==> config.mk <==
export PLATFORM = sky130hd
export DESIGN_NAME = mtm_alu_serializer_flat
export DESIGN_NICKNAME = d
export VERILOG_FILES = /design/src/rtl/mtm_alu_serializer_if.sv /design/src/rtl/mtm_alu_serializer.sv /design/src/flat_wrapper.sv
export SDC_FILE = /design/constraint.sdc
export NUM_CORES = 1
export LEC_CHECK = 0
export BUFFER_PORTS_ARGS = -buffer_cell sky130_fd_sc_hd__buf_2
export CAP_MARGIN = 20
export CORE_MARGIN = 4
export CORE_UTILIZATION = 51
export DETAILED_ROUTE_END_ITERATION = 6
export GPL_TIMING_DRIVEN = 0
export HOLD_SLACK_MARGIN = 0.1
export PLACE_DENSITY = 0.79
export SLEW_MARGIN = 20
export SYNTH_ARGS = -nofsm -noshare
export SYNTH_HDL_FRONTEND = slang
export SYNTH_SLANG_ARGS = --single-unit
==> constraint.sdc <==
create_clock -name clk -period 3.4 [get_ports clk]
set_clock_uncertainty 0.2 [all_clocks]
set_input_delay 0.34 -clock clk [delete_from_list [all_inputs] [get_ports clk]]
set_output_delay 0.34 -clock clk [all_outputs]
set_load 0.005 [all_outputs]
==> src/rtl/mtm_alu_serializer_if.sv <==
// Bundles the core-to-serializer result pulse, the error report and the serial line.
//
// Handshake: tx_dt_ready and err_valid are single-cycle pulses with no ready
// back-pressure. Payload fields are valid only in the pulse cycle. The serializer
// takes a pulse only while busy=0. A pulse seen while busy=1 is dropped silently.
interface mtm_alu_serializer_if;
  logic        tx_dt_ready;
  logic [31:0] data_C;
  logic [3:0]  data_flag;
  logic [2:0]  data_crc;
  logic        err_valid;
  logic [5:0]  err_flags;
  logic        sout;
  logic        busy;

  modport master (
    output tx_dt_ready, data_C, data_flag, data_crc, err_valid, err_flags,
    input  sout, busy
  );

  modport slave (
    input  tx_dt_ready, data_C, data_flag, data_crc, err_valid, err_flags,
    output sout, busy
  );
endinterface

==> src/rtl/mtm_alu_serializer.sv <==
// Serializes an ALU result (four DATA packets plus one CTL packet) or an error
// report (one CTL packet) onto sout. Each 11-bit packet is sent as start 0,
// type, 8 payload bits MSB first, then stop 1.
module mtm_alu_serializer #(
  parameter int CLKS_PER_BIT = 1
) (
  input  logic                 clk,
  input  logic                 rst_n,
  mtm_alu_serializer_if.slave  bus,
  output logic [2:0]           state_dbg
);

  localparam int DIV_W = (CLKS_PER_BIT > 1) ? $clog2(CLKS_PER_BIT) : 1;
  localparam logic [DIV_W-1:0] DIV_MAX = DIV_W'(CLKS_PER_BIT - 1);

  typedef enum logic [2:0] {
    S_IDLE  = 3'd0,
    S_START = 3'd1,
    S_TYPE  = 3'd2,
    S_DATA  = 3'd3,
    S_STOP  = 3'd4
  } state_t;

  state_t           state, state_n;
  logic [DIV_W-1:0] div_cnt, div_n;
  logic [2:0]       bit_idx, bit_n;
  logic [2:0]       pkt_idx, pkt_n;
  logic [2:0]       pkt_last;
  logic             is_err;
  logic [4:0][7:0]  hold;
  logic             capture;
  logic             bit_end;
  logic             sout_n;
  logic             busy_n;
  logic [7:0]       cur_byte;

  assign state_dbg = state;
  assign bit_end   = (div_cnt == DIV_MAX);

  // Next-state logic: every non-idle state lasts CLKS_PER_BIT cycles.
  always_comb begin
    state_n = state;
    div_n   = div_cnt;
    bit_n   = bit_idx;
    pkt_n   = pkt_idx;
    capture = 1'b0;
    if (state != S_IDLE) begin
      div_n = bit_end ? '0 : div_cnt + 1'b1;
    end
    case (state)
      S_IDLE: begin
        if (bus.tx_dt_ready || bus.err_valid) begin
          capture = 1'b1;
          state_n = S_START;
          div_n   = '0;
          bit_n   = '0;
          pkt_n   = '0;
        end
      end
      S_START: begin
        if (bit_end) state_n = S_TYPE;
      end
      S_TYPE: begin
        if (bit_end) begin
          state_n = S_DATA;
          bit_n   = 3'd7;
        end
      end
      S_DATA: begin
        if (bit_end) begin
          if (bit_idx == 3'd0) state_n = S_STOP;
          else                 bit_n   = bit_idx - 3'd1;
        end
      end
      S_STOP: begin
        if (bit_end) begin
          if (pkt_idx == pkt_last) begin
            state_n = S_IDLE;
          end else begin
            state_n = S_START;
            pkt_n   = pkt_idx + 3'd1;
          end
        end
      end
      default: state_n = S_IDLE;
    endcase
  end

  // Line value for the upcoming cycle, derived from the next state so sout is a flop.
  always_comb begin
    cur_byte = hold[0];
    case (pkt_n)
      3'd1:    cur_byte = hold[1];
      3'd2:    cur_byte = hold[2];
      3'd3:    cur_byte = hold[3];
      3'd4:    cur_byte = hold[4];
      default: cur_byte = hold[0];
    endcase
    busy_n = (state_n != S_IDLE);
    sout_n = 1'b1;
    case (state_n)
      S_START: sout_n = 1'b0;
      S_TYPE:  sout_n = is_err || (pkt_n == 3'd4);
      S_DATA:  sout_n = cur_byte[bit_n];
      default: sout_n = 1'b1;
    endcase
  end

  // State, counters and registered line outputs.
  always_ff @(posedge clk or negedge rst_n) begin
    if (!rst_n) begin
      state    <= S_IDLE;
      div_cnt  <= '0;
      bit_idx  <= '0;
      pkt_idx  <= '0;
      bus.sout <= 1'b1;
      bus.busy <= 1'b0;
    end else begin
      state    <= state_n;
      div_cnt  <= div_n;
      bit_idx  <= bit_n;
      pkt_idx  <= pkt_n;
      bus.sout <= sout_n;
      bus.busy <= busy_n;
    end
  end

  // Holding registers: the core clears its outputs right after the pulse, so the
  // whole response is latched on the capture edge. An error report wins over a result.
  always_ff @(posedge clk or negedge rst_n) begin
    if (!rst_n) begin
      hold     <= '0;
      pkt_last <= '0;
      is_err   <= 1'b0;
    end else if (capture) begin
      if (bus.err_valid) begin
        hold     <= {32'h0, 1'b1, bus.err_flags, ^{1'b1, bus.err_flags}};
        pkt_last <= 3'd0;
        is_err   <= 1'b1;
      end else begin
        hold     <= {1'b0, bus.data_flag, bus.data_crc,
                     bus.data_C[7:0], bus.data_C[15:8],
                     bus.data_C[23:16], bus.data_C[31:24]};
        pkt_last <= 3'd4;
        is_err   <= 1'b0;
      end
    end
  end

endmodule

==> src/flat_wrapper.sv <==
// flat-port wrapper written by rule: the top's interface ports become plain ports
module mtm_alu_serializer_flat 
#(
  parameter int CLKS_PER_BIT = 1
)
  (clk, rst_n, state_dbg, bus_tx_dt_ready, bus_data_C, bus_data_flag, bus_data_crc, bus_err_valid, bus_err_flags, bus_sout, bus_busy);
  mtm_alu_serializer_if bus_i ();
  input  logic clk;
  input  logic rst_n;
  output logic [2:0] state_dbg;
  input wire logic [$bits(bus_i.tx_dt_ready)-1:0] bus_tx_dt_ready;
  input wire logic [$bits(bus_i.data_C)-1:0] bus_data_C;
  input wire logic [$bits(bus_i.data_flag)-1:0] bus_data_flag;
  input wire logic [$bits(bus_i.data_crc)-1:0] bus_data_crc;
  input wire logic [$bits(bus_i.err_valid)-1:0] bus_err_valid;
  input wire logic [$bits(bus_i.err_flags)-1:0] bus_err_flags;
  output wire logic [$bits(bus_i.sout)-1:0] bus_sout;
  output wire logic [$bits(bus_i.busy)-1:0] bus_busy;
  assign bus_i.tx_dt_ready = bus_tx_dt_ready;
  assign bus_i.data_C = bus_data_C;
  assign bus_i.data_flag = bus_data_flag;
  assign bus_i.data_crc = bus_data_crc;
  assign bus_i.err_valid = bus_err_valid;
  assign bus_i.err_flags = bus_err_flags;
  assign bus_sout = bus_i.sout;
  assign bus_busy = bus_i.busy;
  mtm_alu_serializer #(.CLKS_PER_BIT(CLKS_PER_BIT)) u_core (.clk(clk), .rst_n(rst_n), .bus(bus_i), .state_dbg(state_dbg));
endmodule
==> metrics.md, run 1 <==
| Metric | Value |
|---|---|
| ANT cells | 0 |
| Antenna-violating nets left | 0 |
| Final setup fails | 0 |
| Share of layout cells above drive strength 1 | 21.9% |
| Slowest-stage cell, CP | dfrtp_1 |
| Status | finished, final reports clean |
| Critical-path cell list | inv_1 -> ha_1 -> inv_1 -> o2111ai_1 -> mux2_4 -> inv_4 -> nand2_2 -> o221a_2 -> o221a_2 -> o22ai_1 -> o41ai_2 |
| Hold Path End | u_core.hold[7] |
| Area occupied by multi-input gates | 0.00152 mm² |
| H-tree depth | 2 |
| Layout Nets | 485 |
| Insertion delay to the later sink of the worst-skew pair | 0.31 ns |
| DR pass1 iterations | 4 |
| # rows | 27 |
| Residual DRC | 0 |
| R2R cell count | 11 |
| Netlist Area Pre-Place | between 0.003 and 0.004 mm² |
| Max Slew Vio Count | 0 |
| Critical Path Source Type | flip-flop |
| Synthesized Nets | 394 |
| Grt ovf | 0 |
| Area grow syn2layout | 24.9% |
| First-pass GRT wire length | 13100 µm |
| Post-synth top flop | dfrtp_1 |
| Fmax | roughly 360 MHz |
| CTS tree | yes |
| CP max FO | 8 |
| CORE AREA | around 0.0056 mm² |
| Clock Power Share | 31.9% |
| Maxcap violations | 0 |
| Seq/Total Area, Yosys | 44.0% |
| Worst reg-to-reg setup slack | 0.59 ns |
| Clock buffer depth | 2 |
| Clock transition at the registers of the reported paths | 0.09 ns |
| Ys async rst share | 100% |
| Seq pwr share | between 50% and 60% |
| HP Class | input port to flip-flop |
| P_leak | 1.73 nW |
| VDD IR max | roughly 0.00022 V |
| Gpl congestion | 0.908 |
| Post_cts resized | 0 |
| DP Worst Slack | 0.505 ns |
| Register area | 0.00133 mm² |
| RR Startpoint | u_core.pkt_idx[0] |
| Die width | 84.9 µm |
| Ports | 54 |
| CP required | 3.43 ns |
| Ys Warns | 0 |
| Post-Route Setup TNS | 0 ns |
| 1st-iter DRT viols | a little over 200 |
| RSZ-0062 raised after global routing | no |
| PwrDens | 284 mW/mm² |
| Hold Crit Depth | 3 |
| Die ar. | approximately 0.007 mm² |
| Final Hold Fails | 0 |
| Worst Tran Pin Value | 0.660 ns |
| Initial core utilization | 53.8% |
| Largest net degree at the start of global routing | 54 |
| Worst Slack Setup Final | 0.590 ns |
| Final period utilization | between 80% and 90% |
| PortBufs | 53 |
| Initial antenna violation count | 0 |
| Mapped Cells | 341 |
| R2r endpoint | u_core.bus.sout |
| Via count | about 2900 |
| CP Data Arrival Time | 2.84 ns |
| DR WL/cell | 15.5 µm |
| Post-synth EDFFs | 0 |
| Root Buffer | clkbuf_8 |
| Aggregate global-route resource usage | 22.5% |
| Final hold slack | 0.0949 ns |
| Worst Path Class, Setup | flip-flop to flip-flop |
| Logic pwr share | 9.2% |
| Syn avg cell area | 8.85 µm² |
| Crit-path max cell delay | 0.44 ns |
| Post-synth cell types | 59 |
| Internal power | about 0.83 mW |
| Vias in the first global route | roughly 2800 |
| Sw frac | 22.6% |
| Vias per cell | roughly 5.7 |
| Fin crit period | around 2.8 ns |
| Routed WL | 7840 µm |
| Yosys reg bits | 53 |
| CTS Buf Count | 5 |
| Switching power | 0.242 mW |
| Crit end category | flip-flop |
| Die H | 84.9 µm |
| Slew headroom | 56.0% |
| Sink Count | 53 |
| Post-DP HPWL | approximately 5600 µm |
| Fillers | 482 |
| Hold Crit Start | bus_data_C[31] |
area by class of cell:
class | instances | share of cell area [%]
Multi-Input combinational cell | 253 | 40.4
Sequential cell | 53 | 35.2
Timing Repair Buffer | 84 | 15.3
Buffer | 21 | 2.95
Tap cell | 72 | 2.39
Clock buffer | 6 | 1.92
Inverter | 14 | 1.49
Clock inverter | 2 | 0.266
metrics by stage:
step | cell area (µm²) | total power [mW] | utilization, % | std cells
finish | 3770 | 1.07 | 67.2 | 505
global route | 3770 | 1.12 | 67.2 | 505
CTS | 3770 | 1.08 | 67.2 | 505
detailed placement | 3380 | 0.713 | 60.2 | 466
global placement | 3370 | 0.711 | 60.2 | 466
floorplan | 3020 | 0.667 | - | 341
state kept, by name, indices dropped and copies added, names as in the netlist:
signal / flops
u_core.bit_idx: 3
u_core.hold: 39
u_core.div_cnt: 1
u_core.pkt_last: 1
u_core.state_dbg: 3
u_core.pkt_idx: 3
u_core.bus.busy: 1
u_core.is_err: 1
u_core.bus.sout: 1
layout by cell type (no fill, tap or decap), types with 3 or more instances in the layout:
cell type	count
inv_1	11
nor2_1	12
a21oi_1	10
ha_1	4
nor3b_1	8
buf_2	54
o221a_2	8
xnor2_1	5
clkbuf_8	5
clkinv_2	3
nor2b_1	4
dlygate4sd3_1	31
a221o_1	7
nand3_1	3
nand2_1	91
o21ai_0	42
buf_4	3
or3_1	3
clkbuf_1	14
a31oi_1	7
buf_6	3
dfrtp_1	52
o31ai_1	4
o221ai_1	3
worst max-delay path, delay by kind of cell (launching register included):
| family | cells | cell delay (ns) |
|---|---|---|
| buffers and inverters | 3 | 0.31 |
| multiplexers | 1 | 0.38 |
| AO/OA/AOI/OAI | 5 | 1.13 |
| flip-flops | 1 | 0.44 |
| adder cells (fa/ha/maj) | 1 | 0.15 |
| AND/OR/NAND/NOR | 1 | 0.12 |
kinds of logic (layout without fill, tap and decap cells):
family | Yosys count | in the layout | share of synthesized area (%)
AOI/OAI and AO/OA | 104 | 104 | 24.7
xor gates and xnor gates | 6 | 6 | 1.99
adders and majority gates | 4 | 4 | 1.66
buffers and inverters | 35 | 127 | 5.55
DFF | 53 | 53 | 44.0
muxes | 4 | 4 | 1.66
and+or+nand+nor | 135 | 135 | 20.4
repair_timing:
action                    4_1_cts  5_1_grt
hold buffers                   31        0
buffers inserted                0        0
hold endpoints to repair       82        0
synth_stat cells, types with 2 or more instances:
| master | n | area share (%) |
|---|---|---|
| a21oi_1 | 10 | 1.7 |
| a31oi_1 | 7 | 1.5 |
| o221a_2 | 8 | 3.0 |
| o31a_1 | 2 | 0.58 |
| nor2b_1 | 4 | 0.83 |
| xnor2_1 | 5 | 1.5 |
| inv_1 | 11 | 1.4 |
| o221ai_1 | 3 | 0.87 |
| or3_1 | 3 | 0.62 |
| mux2_4 | 2 | 0.99 |
| buf_4 | 2 | 0.50 |
| clkbuf_1 | 13 | 1.6 |
| o211ai_1 | 2 | 0.50 |
| dfrtp_1 | 52 | 43 |
| mux2i_1 | 2 | 0.66 |
| buf_6 | 3 | 1.1 |
| buf_2 | 2 | 0.33 |
| o31ai_1 | 4 | 0.99 |
| ha_1 | 4 | 1.7 |
| nor2_1 | 12 | 1.5 |
| a21boi_0 | 2 | 0.50 |
| nor3_1 | 2 | 0.33 |
| nand2_2 | 2 | 0.41 |
| a221o_1 | 7 | 2.3 |
| nand3_1 | 3 | 0.50 |
| nor3b_1 | 8 | 2.0 |
| o21ai_0 | 42 | 7.0 |
| nand2_1 | 91 | 11 |
| o41ai_2 | 2 | 1.1 |
| a21o_1 | 2 | 0.50 |
power by group through the flow:
stage	sequential, mW	combinational, mW	clock (mW)
2_1_floorplan	0.642	0.0242	0
3_3_place_gp	0.642	0.0684	0
3_5_place_dp	0.642	0.0708	0
4_1_cts	0.630	0.0979	0.351
5_1_grt	0.630	0.111	0.375
6_report	0.630	0.0986	0.342
how the worst max path moves through the flow:
stage               slack (ns)         endpoint               from  cells past startpoint
detailed placement        0.50  u_core.bus.sout      bus_err_valid                     10
CTS                       0.61  u_core.bus.sout  u_core.pkt_idx[0]                     11
global placement          0.56  u_core.bus.sout      bus_err_valid                     11
finish                    0.59  u_core.bus.sout  u_core.pkt_idx[0]                     11
floorplan                 0.87  u_core.bus.sout  u_core.pkt_idx[0]                     11
global route              0.52  u_core.bus.sout  u_core.pkt_idx[0]                     11
routing by layer:
layer  share of wire, %  GRT usage [%]  routed length (µm)  vias up
li1                   -              -                   -     1378
met1                 41           28.0                3220     1388
met2                 51           38.9                4020       85
met3                5.2           3.59                 411       13
met4                2.3           9.06                 177        0
met5                  0              0                   0        -
Note: power is estimated with default switching activity, not from simulation.
==> run 2, diff against run 1 <==
--- a/config.mk
+++ b/config.mk
@@ -8,11 +8,11 @@
 export BUFFER_PORTS_ARGS = -buffer_cell sky130_fd_sc_hd__buf_2
 export CAP_MARGIN = 20
 export CORE_MARGIN = 4
-export CORE_UTILIZATION = 51
+export CORE_UTILIZATION = 50
 export DETAILED_ROUTE_END_ITERATION = 6
 export GPL_TIMING_DRIVEN = 0
 export HOLD_SLACK_MARGIN = 0.1
-export PLACE_DENSITY = 0.79
+export PLACE_DENSITY = 0.81
 export SLEW_MARGIN = 20
 export SYNTH_ARGS = -nofsm -noshare
 export SYNTH_HDL_FRONTEND = slang
==> constraint.sdc (replaced) <==
create_clock -name clk -period 2.5 [get_ports clk]
set_clock_uncertainty 0.2 [all_clocks]
set_input_delay 0.25 -clock clk [delete_from_list [all_inputs] [get_ports clk]]
set_output_delay 0.25 -clock clk [all_outputs]
set_load 0.005 [all_outputs]
==> run 2 against run 1 <==
- the flow now finishes with violations (setup timing)
- critical path depth decreased by 2
- final cell count increased by 8.5%
- global-route usage increased by 3.4 points
- critical path type unchanged
- critical endpoint unchanged
- largest cell class unchanged
==> metrics.md, run 2 (same netlist as run 1, synthesis figures left out) <==
| Metric | Value |
|---|---|
| Post-Route Setup TNS | -0.324 ns |
| GRT met2 Usage | 45.1% |
| P_leak | roughly 2.0 nW |
| Die ar. | ~0.0073 mm² |
| Fmax | 354 MHz |
| Status | finished with violations |
| Clock transition at the registers of the reported paths | 0.10 ns |
| Area grow syn2layout | 44.2% |
| CP Data Arrival Time | ~2.8 ns |
| Largest register FFs | 39 |
| Maxcap violations | 0 |
| Via count | 3233 |
| Clock buffer depth | 2 |
| Die H | between 80 and 90 µm |
| Initial core utilization | 51.3% |
| CP max FO | 5 |
| CP required | 2.51 ns |
| Worst Path Class, Setup | flip-flop to flip-flop |
| DR pass1 iterations | 6 |
| Slew headroom | a little under three fifths |
| Worst Tran Pin Value | 0.663 ns |
| Reg with most FFs | u_core.hold |
| # rows | 28 |
| CTS Buf Count | 5 |
| Aggregate global-route resource usage | 25.9% |
| Placed Area | 0.00339 mm² |
| Vias per cell | 5.90 |
| Register area | 0.00133 mm² |
| Insertion delay to the later sink of the worst-skew pair | 0.31 ns |
| Most common cell after layout, fill and taps aside | nand2_1 |
| CORE AREA | 0.00589 mm² |
| Root Buffer | clkbuf_8 |
| RSZ-0062 raised after global routing | yes |
| Final period utilization | 113% |
| Failing checks | setup timing |
| Most Crowded Layer GR | met2 |
| Critical Path Source Type | flip-flop |
| Sink Count | 53 |
| First-pass GRT wire length | 15200 µm |
| Gpl congestion | between 0.9 and 1 |
| Final Hold Fails | 0 |
| Worst Slack Setup Final | -0.324 ns |
| Design area | 0.00435 mm² |
| Layout Nets | between 500 and 600 |
| Initial antenna violation count | 0 |
| Final setup fails | 1 |
| VDD IR max | 0.000355 V |
| HP Class | input port to flip-flop |
| ANT cells | 0 |
| Die width | ~86 µm |
| 1st-iter DRT viols | 316 |
| DR WL/cell | 18.4 µm |
| Share of layout cells above drive strength 1 | 32.3% |
| CTS tree | yes |
| H-tree depth | 2 |
| Fillers | ~380 |
| Crit end category | flip-flop |
| Grt ovf | 0 |
| Largest net degree at the start of global routing | 54 |
| PortBufs | 53 |
| Ports | 54 |
| Antenna-violating nets left | 0 |
| Area occupied by multi-input gates | between 0.0015 and 0.002 mm² |
| Routed WL | 10100 µm |
| M1 GR Usage | a little under a third |
| Met3 usage | ~4.4% |
| Max Slew Vio Count | 0 |
| DP Worst Slack | -0.278 ns |
| Most frequent cells in the layout | nand2_1, buf_2, dfrtp_1, o21ai_0, dlygate4sd3_1 |
| PwrDens | 343 mW/mm² |
| Vias in the first global route | 3188 |
| Fin crit period | 2.82 ns |
| Post-DP HPWL | 5640 µm |
| Residual DRC | 0 |
-- run 2: metrics by stage --
step                      power [mW]  cells  util [%]  hold WS, ns
after floorplan                0.907    341         -       -0.246
after global placement         0.966    469      57.5        0.253
after detailed placement       0.969    469      57.6        0.122
after CTS                       1.48    537      70.2        0.130
after global routing            1.54    548      74.0        0.162
final                           1.49    548      74.0        0.143
-- run 2: final timing paths --
path | from | slack [ns] | end | cells past startpoint
min | bus_data_C[25] | 0.14 | u_core.hold[1] | 3
max | u_core.pkt_last[2] | -0.32 | u_core.bus.sout | 9
max reg2reg | u_core.pkt_last[2] | -0.32 | u_core.bus.sout | 9
max in group asynchronous | rst_n | 1.32 | u_core.div_cnt | 2
min reg2reg | u_core.hold[30] | 0.30 | u_core.hold[30] | 2
min in group asynchronous | rst_n | 0.30 | u_core.hold[20] | 2
-- run 2: power breakdown --
group | internal (mW) | switching [mW] | leakage [nW]
combinational | 0.0841 | 0.0660 | 1.23
sequential | 0.857 | 0 | 0.701
clock | 0.198 | 0.289 | 0.0374
total | 1.14 | 0.355 | 1.97
-- run 2: critical path: stages (launching register included) --
cell	delay (ns)
dfrtp_1	0.47
xor2_2	0.26
o2111ai_2	0.17
mux2_4	0.40
buf_4	0.16
buf_2	0.14
a31oi_1	0.17
a21oi_1	0.11
o2111a_1	0.26
o41ai_2	0.38
-- run 2: final cells by class --
type / instances / area share [%]
multi-input combinational: 253 / 39.3
sequential: 53 / 30.5
timing repair buffer: 124 / 21.5
buffer: 21 / 2.99
tap: 75 / 2.16
clock buffer: 6 / 1.67
inverter: 14 / 1.55
clock inverter: 2 / 0.345
-- run 2: metal layers --
layer / up-vias / routed length, µm
li1: 1466 / -
met1: 1525 / 3710
met2: 188 / 5110
met3: 54 / 707
met4: 0 / 540
met5: - / 0
-- run 2: what timing repair did --
action                                  CTS  global route
hold buffers                             40             0
endpoints found under the setup margin   33            30
gates resized for setup                  28            25
buffers inserted                         19            11
hold endpoints to repair                 91             0
pin swaps                                17            14
cloned                                    1             0
